**src/rtl/sam_pkg.sv**
```systemverilog
// Shared types and constants for the SAM hardwired sequencer: state encoding,
// control-word bit positions, opcodes and the per-state control words.
package sam_pkg;

  typedef enum logic [3:0] {
    S_RST  = 4'd0,
    S_F0   = 4'd1,
    S_F1   = 4'd2,
    S_F2   = 4'd3,
    S_F3   = 4'd4,
    S_DEC  = 4'd5,
    S_A0   = 4'd6,
    S_R1   = 4'd7,
    S_R2   = 4'd8,
    S_LD   = 4'd9,
    S_AD   = 4'd10,
    S_W0   = 4'd11,
    S_W1   = 4'd12,
    S_W2   = 4'd13,
    S_BR   = 4'd14,
    S_HALT = 4'd15
  } state_t;

  localparam int B_RBUS_ALU   = 0;
  localparam int B_RBUS_AC    = 1;
  localparam int B_REQUEST    = 2;
  localparam int B_RW         = 3;
  localparam int B_PC_ABUS    = 4;
  localparam int B_PC_INC     = 5;
  localparam int B_PC_CLR     = 6;
  localparam int B_MBUS_MBR   = 7;
  localparam int B_MBR_RBUS   = 8;
  localparam int B_MBR_DATA   = 9;
  localparam int B_MAR_ABUS   = 10;
  localparam int B_IR_ABUS    = 11;
  localparam int B_DATA_MBR   = 12;
  localparam int B_ADDR_MAR   = 13;
  localparam int B_ALU_PASS_B = 14;
  localparam int B_ALU_ADD    = 15;
  localparam int B_ALU_B_MBUS = 16;
  localparam int B_ALU_A_AC   = 17;
  localparam int B_AC_RBUS    = 18;
  localparam int B_ABUS_MBR   = 19;
  localparam int B_ABUS_IR    = 20;
  localparam int B_ABUS_PC    = 21;

  localparam logic [1:0] OP_LOAD  = 2'b00;
  localparam logic [1:0] OP_STORE = 2'b01;
  localparam logic [1:0] OP_ADD   = 2'b10;
  localparam logic [1:0] OP_BRN   = 2'b11;

  localparam logic [21:0] CW_NONE = 22'h000000;
  localparam logic [21:0] CW_RST  = (22'd1 << B_PC_CLR);
  localparam logic [21:0] CW_F0   = (22'd1 << B_ABUS_PC) | (22'd1 << B_MAR_ABUS);
  localparam logic [21:0] CW_RD   = (22'd1 << B_ADDR_MAR) | (22'd1 << B_RW) | (22'd1 << B_REQUEST);
  localparam logic [21:0] CW_RDW  = CW_RD | (22'd1 << B_MBR_DATA);
  localparam logic [21:0] CW_F3   = (22'd1 << B_ABUS_MBR) | (22'd1 << B_IR_ABUS) | (22'd1 << B_PC_INC);
  localparam logic [21:0] CW_A0   = (22'd1 << B_ABUS_IR) | (22'd1 << B_MAR_ABUS);
  localparam logic [21:0] CW_LD   = (22'd1 << B_MBUS_MBR) | (22'd1 << B_ALU_B_MBUS) | (22'd1 << B_ALU_PASS_B)
                                  | (22'd1 << B_RBUS_ALU) | (22'd1 << B_AC_RBUS);
  localparam logic [21:0] CW_AD   = (22'd1 << B_MBUS_MBR) | (22'd1 << B_ALU_B_MBUS) | (22'd1 << B_ALU_A_AC)
                                  | (22'd1 << B_ALU_ADD) | (22'd1 << B_RBUS_ALU) | (22'd1 << B_AC_RBUS);
  localparam logic [21:0] CW_W0   = (22'd1 << B_RBUS_AC) | (22'd1 << B_MBR_RBUS);
  localparam logic [21:0] CW_WR   = (22'd1 << B_ADDR_MAR) | (22'd1 << B_DATA_MBR) | (22'd1 << B_REQUEST);
  localparam logic [21:0] CW_BR   = (22'd1 << B_ABUS_IR) | (22'd1 << B_PC_ABUS);

  // Control word driven while sitting in state s; BR only loads PC when AC is negative.
  function automatic logic [21:0] cw_of(state_t s, logic ac15);
    logic [21:0] cw;
    case (s)
      S_RST:   cw = CW_RST;
      S_F0:    cw = CW_F0;
      S_F1:    cw = CW_RD;
      S_F2:    cw = CW_RDW;
      S_F3:    cw = CW_F3;
      S_A0:    cw = CW_A0;
      S_R1:    cw = CW_RD;
      S_R2:    cw = CW_RDW;
      S_LD:    cw = CW_LD;
      S_AD:    cw = CW_AD;
      S_W0:    cw = CW_W0;
      S_W1:    cw = CW_WR;
      S_W2:    cw = CW_WR;
      S_BR:    cw = ac15 ? CW_BR : CW_NONE;
      default: cw = CW_NONE;
    endcase
    return cw;
  endfunction

  function automatic logic is_wait_state(state_t s);
    return (s == S_F2) || (s == S_R2) || (s == S_W2);
  endfunction

endpackage

```
**src/rtl/sam_wait_timer.sv**
```systemverilog
// Consecutive wait-cycle counter for one memory access; flags the cycle on
// which the WAIT_MAX-th wait cycle is seen. Used only with SAM_WAIT_TIMEOUT_EN.
module sam_wait_timer #(
  parameter int WAIT_MAX = 255
) (
  input  logic clk,
  input  logic rst,
  input  logic active,
  input  logic wait_i,
  output logic expired
);

  localparam int CW = (WAIT_MAX < 2) ? 1 : $clog2(WAIT_MAX + 1);

  logic [CW-1:0] count_r;

  assign expired = active && wait_i && (count_r == CW'(WAIT_MAX - 1));

  // Counter is held at zero outside wait states, so it is clear on every entry.
  always_ff @(posedge clk or posedge rst) begin
    if (rst) begin
      count_r <= '0;
    end else if (!active) begin
      count_r <= '0;
    end else if (wait_i && !expired) begin
      count_r <= count_r + CW'(1);
    end else begin
      count_r <= count_r;
    end
  end

endmodule

```
**src/rtl/sam_seq_fsm.sv**
```systemverilog
// SAM hardwired sequencer: fetch/decode/execute FSM with registered control word.
// Optional wait-timeout to HALT is enabled by defining SAM_WAIT_TIMEOUT_EN.
module sam_seq_fsm
  import sam_pkg::*;
#(
  parameter int WAIT_MAX = 255,
  parameter int CNT_W    = 16
) (
  input  logic             clk,
  input  logic             rst,
  input  logic             wait_i,
  input  logic             ir15,
  input  logic             ir14,
  input  logic             ac15,
  output logic [21:0]      b,
  output logic [3:0]       state_o,
  output logic [CNT_W-1:0] instr_cnt,
  output logic             err_o
);

  state_t           state_r;
  state_t           next_s;
  logic [21:0]      b_r;
  logic [CNT_W-1:0] cnt_r;
  logic [1:0]       op_r;
  logic [1:0]       ir_op_s;
  logic             retire_s;
  logic             timeout_s;

  assign ir_op_s   = {ir15, ir14};
  assign b         = b_r;
  assign state_o   = state_r;
  assign instr_cnt = cnt_r;

`ifdef SAM_WAIT_TIMEOUT_EN
  logic err_r;

  sam_wait_timer #(.WAIT_MAX(WAIT_MAX)) u_wait_timer (
    .clk     (clk),
    .rst     (rst),
    .active  (is_wait_state(state_r)),
    .wait_i  (wait_i),
    .expired (timeout_s)
  );

  assign err_o = err_r;

  // Error flag latches on entry to HALT and only reset clears it.
  always_ff @(posedge clk or posedge rst) begin
    if (rst) begin
      err_r <= 1'b0;
    end else begin
      err_r <= (next_s == S_HALT);
    end
  end
`else
  assign timeout_s = 1'b0;
  assign err_o     = 1'b0;
`endif

  // Next-state rule and the retire strobe for the instruction counter.
  always_comb begin
    next_s   = state_r;
    retire_s = 1'b0;
    case (state_r)
      S_RST: next_s = S_F0;
      S_F0:  next_s = S_F1;
      S_F1:  next_s = S_F2;
      S_F2: begin
        if (timeout_s)    next_s = S_HALT;
        else if (!wait_i) next_s = S_F3;
        else              next_s = S_F2;
      end
      S_F3:  next_s = S_DEC;
      S_DEC: next_s = (ir_op_s == OP_BRN) ? S_BR : S_A0;
      S_A0:  next_s = (ir_op_s == OP_STORE) ? S_W0 : S_R1;
      S_R1:  next_s = S_R2;
      S_R2: begin
        if (timeout_s)    next_s = S_HALT;
        else if (!wait_i) next_s = (op_r == OP_ADD) ? S_AD : S_LD;
        else              next_s = S_R2;
      end
      S_LD, S_AD, S_BR: begin
        next_s   = S_F0;
        retire_s = 1'b1;
      end
      S_W0:  next_s = S_W1;
      S_W1:  next_s = S_W2;
      S_W2: begin
        if (timeout_s) begin
          next_s = S_HALT;
        end else if (!wait_i) begin
          next_s   = S_F0;
          retire_s = 1'b1;
        end else begin
          next_s = S_W2;
        end
      end
      S_HALT:  next_s = S_HALT;
      default: next_s = S_RST;
    endcase
  end

  // State, control word, opcode latch and retired-instruction counter.
  always_ff @(posedge clk or posedge rst) begin
    if (rst) begin
      state_r <= S_RST;
      b_r     <= CW_RST;
      cnt_r   <= '0;
      op_r    <= OP_LOAD;
    end else begin
      state_r <= next_s;
      b_r     <= cw_of(next_s, ac15);
      if (retire_s) begin
        cnt_r <= cnt_r + CNT_W'(1);
      end else begin
        cnt_r <= cnt_r;
      end
      // Opcode is captured when leaving DEC and A0 so R2 can pick LD vs AD.
      if ((state_r == S_DEC) || (state_r == S_A0)) begin
        op_r <= ir_op_s;
      end else begin
        op_r <= op_r;
      end
    end
  end

endmodule

```
**config.mk**
```make
export PLATFORM = sky130hd
export DESIGN_NAME = sam_seq_fsm
export DESIGN_NICKNAME = d
export VERILOG_FILES = /design/src/rtl/sam_pkg.sv /design/src/rtl/sam_wait_timer.sv /design/src/rtl/sam_seq_fsm.sv
export SDC_FILE = /design/constraint.sdc
export NUM_CORES = 1
export LEC_CHECK = 0
export BUFFER_PORTS_ARGS = -buffer_cell sky130_fd_sc_hd__buf_2
export CAP_MARGIN = 20
export CORE_ASPECT_RATIO = 1.5
export CORE_UTILIZATION = 35
export DETAILED_ROUTE_END_ITERATION = 12
export PLACE_DENSITY = 0.56
export SYNTH_ARGS = -nofsm -noshare
export SYNTH_HDL_FRONTEND = slang
export SYNTH_SLANG_ARGS = --single-unit
```
**constraint.sdc**
```tcl
create_clock -name clk -period 2.2 [get_ports clk]
set_input_delay 0.22 -clock clk [delete_from_list [all_inputs] [get_ports clk]]
set_output_delay 0.22 -clock clk [all_outputs]
set_load 0.01 [all_outputs]
```
==> impl_metrics.py, run 1 <==
metrics = {
    "pwr": {
        "power_frac_comb_pct": 37.3,
        "seqPwrFrac_pct": 42.5,
        "switching_share_pct": 38.8,
        "clkPwrFrac_pct": 20.2,
        "total_power_w": 0.00242,
        "p_int_w": 0.00148,
        "ir_drop_v": 0.000524,
        "power.density_mw_per_mm2": 1180,
        "p_switching_w": 0.000938,
        "power_leakage_nw": 1.04,
    },
    "placed_design": {
        "gp_congestion": 0.953,
        "hpwl_mm": 2.55,
        "portBuffers": 47,
        "placed_cell_area_mm2": 0.00195,
    },
    "finish": {
        "utilization_pct": 44.3,
        "diodes": 0,
        "regArea_um2": 902,
        "drive_gt1_share_pct": 31.6,
        "fin_nets": 212,
        "final_area_mm2": 0.00204,
        "multi_input_area_um2": 689,
        "nFillCells": 467,
        "area_growth_pct": 18.6,
    },
    "logic_synthesis": {
        "yosysUniqueCellTypes": 41,
        "synthArstFlopShare_pct": 100,
        "synth_common_cells": "35 x dfrtp_1, 13 x xnor2_1, 10 x nand2_1",
        "syn_area_mm2": 0.00172,
        "synth_xor_area_share_pct": 7.62,
        "synthSimpleGateAreaFrac_pct": 19.7,
        "synth_compound_area_share_pct": 9.51,
        "synth_fa_ha_area_share_pct": 0.726,
        "yosys_warnings": 0,
        "synthMostInstantiatedCell": "dfrtp_1",
        "synthCells": 164,
        "synth_flop_cell": "dfrtp_1",
        "ys_ff_latch": 36,
        "yosysTopAreaCellShare_pct": 50.8,
        "synthTopCellsByArea": "dfrtp_1 51%, xnor2_1 6.6%, buf_4 3.9%",
        "avgSynthCellArea_um2": 10.5,
        "synthMuxAreaShare_pct": 1.96,
        "synth_edf_count": 0,
        "synth_top_family_by_area": "simple AND/OR/NAND/NOR gates",
        "yosysTopAreaCell": "dfrtp_1",
        "ys_seq_area_share_pct": 52.3,
    },
    "worst_setup_path": {
        "critPathArrivalTime_ns": 2.02,
        "crit_slowest_cell": "or4b_4",
        "rr_endpoint": "b[13]$_DFF_PP0_",
        "cp.buffers_inverters": 0,
        "slowest_delay_ns": 0.63,
        "cpLargestDelayFamily": "simple AND/OR/NAND/NOR gates",
        "cp_num_cells": 5,
        "endpoint": "b[13]$_DFF_PP0_",
        "worst-path-max-fanout": 17,
        "crit_chain": "or4b_4, a21oi_1, nor2_1, and3_1, nand3b_1",
        "crit_type": "flip-flop to flip-flop",
        "cp.required_ns": 2.37,
        "end_kind": "flip-flop",
        "start_kind": "flip-flop",
        "r2r_cells": 5,
        "reg2reg_slack_ns": 0.35,
        "rr_startpoint": "state_o[1]$_DFF_PP0_",
        "worstSetupStartpoint": "state_o[1]$_DFF_PP0_",
    },
    "drt": {
        "drc": 0,
        "routed-via-count": 1294,
        "dr.pass1.iters": 4,
        "post_drt_wl_per_cell_um": 13.1,
        "drt_wl_total_mm": 3.53,
        "routed_via_density": 4.79,
        "drt_iter0_markers": 17,
        "ant_nets": 0,
    },
    "sta": {
        "tns_ns": 0,
        "hold_violations": 0,
        "period_needed_ns": 1.85,
        "grt_setup_unrepaired": "no",
        "setup_viol": 0,
        "timing.final.crit_share_pct": 84.1,
        "whs_ns": 0.0191,
        "maxSlewViolCount": 0,
        "clock_skew_ns": 0.00823,
        "fmax_mhz": 541,
    },
    "floorplan": {
        "start_util_pct": 37.3,
        "chipHeight_um": 88.0,
        "die_x_um": 59.3,
        "die_area_mm2": 0.00522,
        "rows": 30,
        "pin_count": 49,
        "core_mm2": 0.00462,
    },
    "cts": {
        "cts_resized": 0,
        "holdBufCountCts": 0,
        "numCtsBuffers": 5,
        "cts.path.max_buffers": 2,
        "cts_tree": "yes",
        "htree_levels": 2,
        "cts_sinks": 36,
        "post_cts_buffers": 0,
        "cts.clk_slew.worst_paths_ns": 0.07,
        "worstSkewPairLatency_ns": 0.29,
        "cts-root-buf": "clkbuf_8",
    },
    "run_status": {
        "status": "finished clean",
    },
    "global_routing": {
        "grt_max_degree": 37,
        "antenna_found_initial": 0,
        "grt_pass1_wl_mm": 5.82,
        "grt_pass1_vias": 1205,
        "overflow": 0,
        "use_met1_pct": 19.2,
        "groute.usage.overall_pct": 15.0,
        "grt_use_met2_pct": 24.0,
        "grt_util_met3_pct": 3.99,
        "busiest_layer": "met2",
    },
    "run": {
        "cap_violations": 0,
    },
    "worst_hold_path": {
        "hold_path_class": "input port to async pin",
    },
}
flip-flops by register name, indices dropped and copies added, names as in the netlist:
signal	flops
op_r	2
state_o	4
b	14
instr_cnt	16
kinds of logic after synthesis:
family	Yosys count
buf+inv	24
flops	36
mux	3
compound gates	26
simple gates	58
xor+xnor	15
other cells	1
fa+ha+maj	1
worst min path at each step:
stage               from         endpoint  slack, ns  cells after the start
floorplan           ac15   b[4]$_DFF_PP0_       0.35                      2
global placement     rst  b[14]$_DFF_PP0_       0.35                      3
detailed placement   rst  b[19]$_DFF_PP0_       0.35                      3
CTS                  rst  b[19]$_DFF_PP0_       0.04                      3
global route         rst   b[9]$_DFF_PP0_       0.07                      3
finish               rst  b[19]$_DFF_PP0_       0.02                      3
worst min-delay path: stages:
cell and delay, ns:
buf_2 0.09, inv_1 0.04, buf_4 0.39
power groups by stage:
stage | sequential, W | combinational (W) | clock, W
finish | 0.00103 | 0.000901 | 0.000487
global route | 0.00106 | 0.00102 | 0.000525
CTS | 0.00103 | 0.000914 | 0.000498
detailed placement | 0.00104 | 0.000908 | 0
global placement | 0.00104 | 0.000913 | 0
floorplan | 0.00102 | 0.000673 | 0
placed cells by master (no fill, tap or decap), drive strengths merged, types with 2 or more instances in the layout:
cell / n
a211oi: 3
clkinv: 3
a21oi: 9
clkbuf: 6
xor2: 2
nand3: 9
nand2: 10
o211ai: 4
o21ai: 6
nor3: 3
xnor2: 13
buf: 49
or2b: 2
nor2b: 3
nand4: 3
nor2: 7
inv: 7
dfrtp: 35
mux2: 3
and3: 5
conb: 2
nand2b: 4
and2: 2
nor3b: 3
cell type report:
| type | instances | share of cell area, % |
|---|---|---|
| Clock buffer | 6 | 4.04 |
| Clock inverter | 2 | 0.490 |
| Multi-Input combinational cell | 105 | 33.7 |
| Inverter | 8 | 1.47 |
| Sequential cell | 36 | 44.1 |
| Tap cell | 64 | 3.92 |
| Timing Repair Buffer | 49 | 12.2 |
routing by layer:
| metal | part of all wire, % | vias up |
|---|---|---|
| met2 | 50 | 36 |
| met5 | 0 | - |
| met4 | 1.4 | 0 |
| li1 | - | 629 |
| met1 | 44 | 624 |
| met3 | 4.5 | 5 |
per-stage QoR:
stage | worst slack [ns] | std cells
after floorplan | 0.567 | 165
after global placement | 0.412 | 262
after detailed placement | 0.371 | 262
after CTS | 0.366 | 270
after global routing | 0.199 | 270
final | 0.350 | 270
No activity file was read; power rests on OpenSTA's default activity.
==> run 2: changes to the inputs <==
Settings changed: ABC_AREA set to 1, PLACE_DENSITY 0.56 to 0.58.
Clock period 2.2 ns to 1.6 ns, I/O delays scaled along.
==> impl_metrics.py, run 2 <==
metrics = {
    "finish": {
        "final_cell_mix": "59 x nand2_1, 47 x buf_2, 33 x dfrtp_1",
        "area_growth_pct": 21.6,
        "largest_register_ffs": 16,
        "regArea_um2": 905,
        "fin_nets": 297,
        "multi_input_area_um2": 835,
        "nFillCells": 545,
        "final_area_mm2": 0.00236,
        "final_common_cell": "nand2_1",
        "diodes": 0,
        "final_cell_count_no_fill": 359,
        "drive_gt1_share_pct": 31.3,
    },
    "drt": {
        "drt_iter0_markers": 66,
        "drc": 0,
        "routed-via-count": 1657,
        "post_drt_wl_per_cell_um": 12.0,
        "dr.pass1.iters": 4,
        "drt_wl_total_mm": 4.31,
        "routed_via_density": 4.62,
        "ant_nets": 0,
    },
    "global_routing": {
        "groute.usage.overall_pct": 15.4,
        "grt_pass1_vias": 1597,
        "antenna_found_initial": 0,
        "grt_pass1_wl_mm": 6.98,
        "overflow": 0,
        "grt_max_degree": 16,
    },
    "worst_setup_path": {
        "critPathArrivalTime_ns": 1.67,
        "crit_type": "flip-flop to flip-flop",
        "cp.required_ns": 1.78,
        "worst-path-max-fanout": 14,
        "end_kind": "flip-flop",
        "start_kind": "flip-flop",
    },
    "logic_synthesis": {
        "synth_flop_cell": "dfrtp_1",
        "yosysUniqueCellTypes": 30,
        "yosysTopAreaCell": "dfrtp_1",
        "ys_ff_latch": 36,
        "synth_edf_count": 0,
        "yosys_warnings": 0,
        "synthTopCellsByArea": "dfrtp_1 45%, nand2_1 12%, inv_1 5.6%",
        "syn_area_mm2": 0.00194,
        "synthMostInstantiatedCell": "nand2_1",
        "synthCells": 240,
        "synth_common_cells": "60 x nand2_1, 35 x dfrtp_1, 29 x inv_1",
        "yosysTopAreaCellShare_pct": 45.1,
        "avgSynthCellArea_um2": 8.09,
        "synthArstFlopShare_pct": 100,
        "ys_seq_area_share_pct": 46.5,
    },
    "sta": {
        "timing.final.crit_share_pct": 93.2,
        "period_needed_ns": 1.49,
        "setup_viol": 0,
        "clock_skew_ns": 0.00488,
        "fmax_mhz": 671,
        "maxSlewViolCount": 0,
        "hold_violations": 0,
        "whs_ns": 0.0932,
    },
    "cts": {
        "cts_tree": "yes",
        "cts_sinks": 36,
        "cts.clk_slew.worst_paths_ns": 0.08,
        "numCtsBuffers": 5,
        "cts.path.max_buffers": 2,
        "worstSkewPairLatency_ns": 0.29,
        "htree_levels": 2,
        "post_cts_buffers": 0,
        "cts-root-buf": "clkbuf_8",
    },
    "worst_hold_path": {
        "hold_path_class": "input port to flip-flop",
    },
    "floorplan": {
        "rows": 32,
        "die_area_mm2": 0.00586,
        "start_util_pct": 37.0,
        "pin_count": 49,
        "die_x_um": 62.8,
        "core_mm2": 0.00525,
        "chipHeight_um": 93.2,
    },
    "placed_design": {
        "gp_congestion": 0.930,
        "portBuffers": 47,
        "dp.cells": 350,
        "placed_cell_area_mm2": 0.00221,
        "hpwl_mm": 3.42,
    },
    "pwr": {
        "power_leakage_nw": 1.33,
        "power.density_mw_per_mm2": 1630,
        "ir_drop_v": 0.000858,
    },
    "run_status": {
        "status": "finished clean",
    },
    "run": {
        "cap_violations": 0,
    },
}
==> run 2: cell types whose count changed after synthesis, moves of 7 or more <==
cell	change
inv_1	+22
nor2_1	+20
xnor2_1	-11
nand3_1	+8
nand2_1	+50
xor2_1	+7
==> run 2: worst paths after layout <==
kind,slack [ns],cells after the start,start,endpoint
min in group asynchronous,0.41,3,rst,instr_cnt[14]$_DFFE_PP0P_
max in group asynchronous,0.60,4,rst,b[6]$_DFF_PP1_
setup reg to reg,0.11,7,state_o[2]$_DFF_PP0_,instr_cnt[6]$_DFFE_PP0P_
hold / removal,0.09,3,ac15,b[4]$_DFF_PP0_
hold reg to reg,0.50,2,op_r[1]$_DFFE_PP0P_,op_r[1]$_DFFE_PP0P_
setup / recovery,0.11,7,state_o[2]$_DFF_PP0_,instr_cnt[6]$_DFFE_PP0P_
==> run 2: routing by layer <==
metal	global-route usage (%)	part of all wire (%)	up-vias	wire length, um
li1	-	-	838	-
met3	3.05	3.8	12	162
met4	7.17	2.8	0	121
met2	30.7	55	47	2380
met1	14.8	38	760	1640
met5	0	0	-	0
==> run 2: layout make-up <==
class	instances	area share, %
Clock buffer	5	2.91
Tap cell	68	3.60
Inverter	35	5.77
Clock inverter	3	1.80
Sequential cell	36	38.3
Timing Repair Buffer	54	12.3
Multi-Input combinational cell	158	35.3
==> run 2: critical path: stages (launching register included) <==
cell      delay [ns]
dfrtp_1         0.46
inv_2           0.11
nand2_1         0.07
o211ai_1        0.19
nand2_2         0.17
inv_6           0.16
nand2_1         0.08
xor2_1          0.15
==> run 2: per-stage QoR <==
| stage | utilization (%) | setup WS, ns | total power, W | TNS [ns] |
|---|---|---|---|---|
| floorplan | - | 0.149 | 0.00257 | 0 |
| global placement | 42.2 | -0.00335 | 0.00303 | -0.00335 |
| detailed placement | 42.2 | 0.0168 | 0.00304 | 0 |
| CTS | 44.5 | 0.00220 | 0.00387 | 0 |
| global route | 45.0 | -0.0170 | 0.00413 | -0.0175 |
| finish | 45.0 | 0.110 | 0.00385 | 0 |
==> run 2: cell families after synthesis <==
kind of cell	after synthesis	share of synthesized area, %
AND/OR/NAND/NOR	129	30.6
other	1	0.193
buffers and inverters	47	11.9
AO/OA/AOI/OAI	15	5.22
flip-flops	36	46.5
adder cells (fa/ha/maj)	1	0.644
XOR/XNOR	11	4.96
==> run 2: what timing repair did <==
| item | in CTS | in global routing |
|---|---|---|
| endpoints found under the setup margin | 0 | 8 |
| hold buffers | 1 | 0 |
| hold endpoints to repair | 10 | 0 |
| gates resized for setup | 0 | 7 |
==> run 2: power breakdown <==
group          total, W  internal, W  switching (W)  leakage, nW
Combinational   0.00166     0.000607        0.00106        0.812
Clock          0.000804     0.000461       0.000342       0.0541
Sequential      0.00138      0.00116       0.000226        0.462
Total           0.00385      0.00223        0.00163         1.33
==> run 3: changes to the inputs <==
Settings changed: CELL_PAD_IN_SITES_DETAIL_PLACEMENT set to 0, CELL_PAD_IN_SITES_GLOBAL_PLACEMENT set to 2, CORE_UTILIZATION 35 to 27, PLACE_DENSITY 0.58 to 0.74, TNS_END_PERCENT set to 20.
==> impl_metrics.py, run 3 (synthesized netlist as in run 2, its figures left out) <==
metrics = {
    "worst_setup_path": {
        "rr_startpoint": "state_o[3]$_DFF_PP0_",
        "cp.required_ns": 1.78,
        "start_kind": "flip-flop",
        "crit_type": "flip-flop to flip-flop",
        "worstSetupStartpoint": "state_o[3]$_DFF_PP0_",
        "critPathArrivalTime_ns": 1.66,
        "worst-path-max-fanout": 8,
        "end_kind": "flip-flop",
        "reg2reg_slack_ns": 0.12,
    },
    "pwr": {
        "ir_drop_v": 0.000802,
        "total_power_w": 0.00401,
        "power_frac_comb_pct": 45.1,
        "switching_share_pct": 42.0,
        "power_leakage_nw": 1.37,
        "clkPwrFrac_pct": 19.8,
        "power.density_mw_per_mm2": 1640,
        "p_int_w": 0.00232,
        "seqPwrFrac_pct": 35.0,
        "p_switching_w": 0.00168,
    },
    "cts": {
        "post_cts_buffers": 0,
        "htree_levels": 2,
        "cts_tree": "yes",
        "numCtsBuffers": 5,
        "cts-root-buf": "clkbuf_8",
        "worstSkewPairLatency_ns": 0.28,
        "cts.clk_slew.worst_paths_ns": 0.07,
        "cts.path.max_buffers": 2,
        "cts_sinks": 36,
    },
    "sta": {
        "clock_skew_ns": 0.00739,
        "hold_violations": 0,
        "period_needed_ns": 1.48,
        "fmax_mhz": 675,
        "grt_setup_unrepaired": "yes",
        "setup_viol": 0,
        "maxSlewViolCount": 0,
        "timing.final.crit_share_pct": 92.7,
        "tns_ns": 0,
    },
    "placed_design": {
        "gp_congestion": 0.804,
        "hpwl_mm": 3.76,
        "portBuffers": 47,
    },
    "drt": {
        "maxUsedRoutingLayer": "met4",
        "met1_length_mm": 1.77,
        "post_drt_wl_per_cell_um": 12.7,
        "routed_via_density": 4.45,
        "drt_iter0_markers": 54,
        "drc": 4,
        "wl_met3_um": 182,
        "drt_wl_total_mm": 4.80,
        "dr_wl_met2_mm": 2.75,
        "routed-via-count": 1676,
        "dr.pass1.iters": 8,
        "ant_nets": 0,
    },
    "floorplan": {
        "start_util_pct": 28.2,
        "pin_count": 49,
        "core_mm2": 0.00690,
        "die_x_um": 71.2,
        "chipHeight_um": 106,
        "rows": 37,
        "die_area_mm2": 0.00754,
    },
    "finish": {
        "final_common_cell": "nand2_1",
        "fin_nets": 305,
        "drive_gt1_share_pct": 33.4,
        "area_growth_pct": 25.6,
        "diodes": 0,
        "final_cell_mix": "59 x nand2_1, 47 x buf_2, 32 x dfrtp_1",
        "largest_register_ffs": 16,
    },
    "global_routing": {
        "overflow": 0,
        "antenna_found_initial": 0,
        "grt_max_degree": 37,
        "grt_pass1_wl_mm": 8.25,
        "groute.usage.overall_pct": 14.3,
        "grt_pass1_vias": 1745,
    },
    "run_status": {
        "violations": "DRC",
        "status": "complete, but fails checks",
    },
    "run": {
        "cap_violations": 0,
    },
    "worst_hold_path": {
        "min-delay-start": "ac15",
        "hold_path_class": "input port to flip-flop",
    },
}
[run 3: changes by cell type in the layout (fill, tap and decap cells not counted), sizes merged]
cell and change:
buf +8, clkbuf +1, clkinvlp -1
[run 3: worst paths after layout]
kind / to / cells past startpoint
worst min-delay path: b[4]$_DFF_PP0_ / 3
max in group asynchronous: state_o[3]$_DFF_PP0_ / 4
min in group asynchronous: b[17]$_DFF_PP0_ / 4
worst min register to register: op_r[1]$_DFFE_PP0P_ / 2
worst max register to register: b[10]$_DFF_PP0_ / 8
worst max-delay path: b[10]$_DFF_PP0_ / 8
[run 3: metal layers]
| metal | global-route usage (%) | vias to the layer above |
|---|---|---|
| met3 | 2.77 | 8 |
| met2 | 27.7 | 43 |
| met1 | 14.2 | 771 |
| met5 | 0 | - |
| met4 | 6.29 | 0 |
| li1 | - | 854 |
[run 3: worst max-delay path: stages, from the launching register on]
cell,delay (ns)
dfrtp_2,0.48
inv_2,0.09
nor2_1,0.18
a21oi_1,0.10
buf_4,0.16
nor3_4,0.14
inv_2,0.07
nand3_1,0.10
nand2_1,0.06
[run 3: what timing repair did]
| item | in CTS | in global routing |
|---|---|---|
| endpoints found under the setup margin | 0 | 17 |
| endpoints found under the hold margin | 23 | 0 |
| hold buffers | 1 | 0 |
| resized for setup | 0 | 10 |
[run 3: power by group through the flow]
stage / clock, W / sequential [W] / combinational, W
after global placement: 0 / 0.00141 / 0.00178
after floorplan: 0 / 0.00146 / 0.00111
after CTS: 0.000829 / 0.00140 / 0.00177
final: 0.000794 / 0.00140 / 0.00181
after detailed placement: 0 / 0.00141 / 0.00176
after global routing: 0.000875 / 0.00144 / 0.00206
[run 3: per-stage QoR]
| step | cell area (um2) | hold slack, ns | utilization, % | setup slack, ns | instances |
|---|---|---|---|---|---|
| global placement | 2290 | 0.309 | 33.1 | 0.0162 | 368 |
| global route | 2440 | 0.0814 | 35.4 | -0.00277 | 377 |
| detailed placement | 2290 | 0.308 | 33.1 | 0.0270 | 368 |
| finish | 2440 | 0.0972 | 35.4 | 0.117 | 377 |
| floorplan | 1950 | 0.226 | - | 0.149 | 241 |
| CTS | 2400 | 0.0915 | 34.8 | 0.00797 | 377 |
[run 3: area by class of cell]
| cell class | instances | area (um2) |
|---|---|---|
| Sequential cell | 36 | 906 |
| Clock inverter | 2 | 35.0 |
| Fill cell | 737 | 4460 |
| Inverter | 35 | 136 |
| Tap cell | 78 | 97.6 |
| Clock buffer | 6 | 72.6 |
| Timing Repair Buffer | 62 | 350 |
| Multi-Input combinational cell | 158 | 842 |
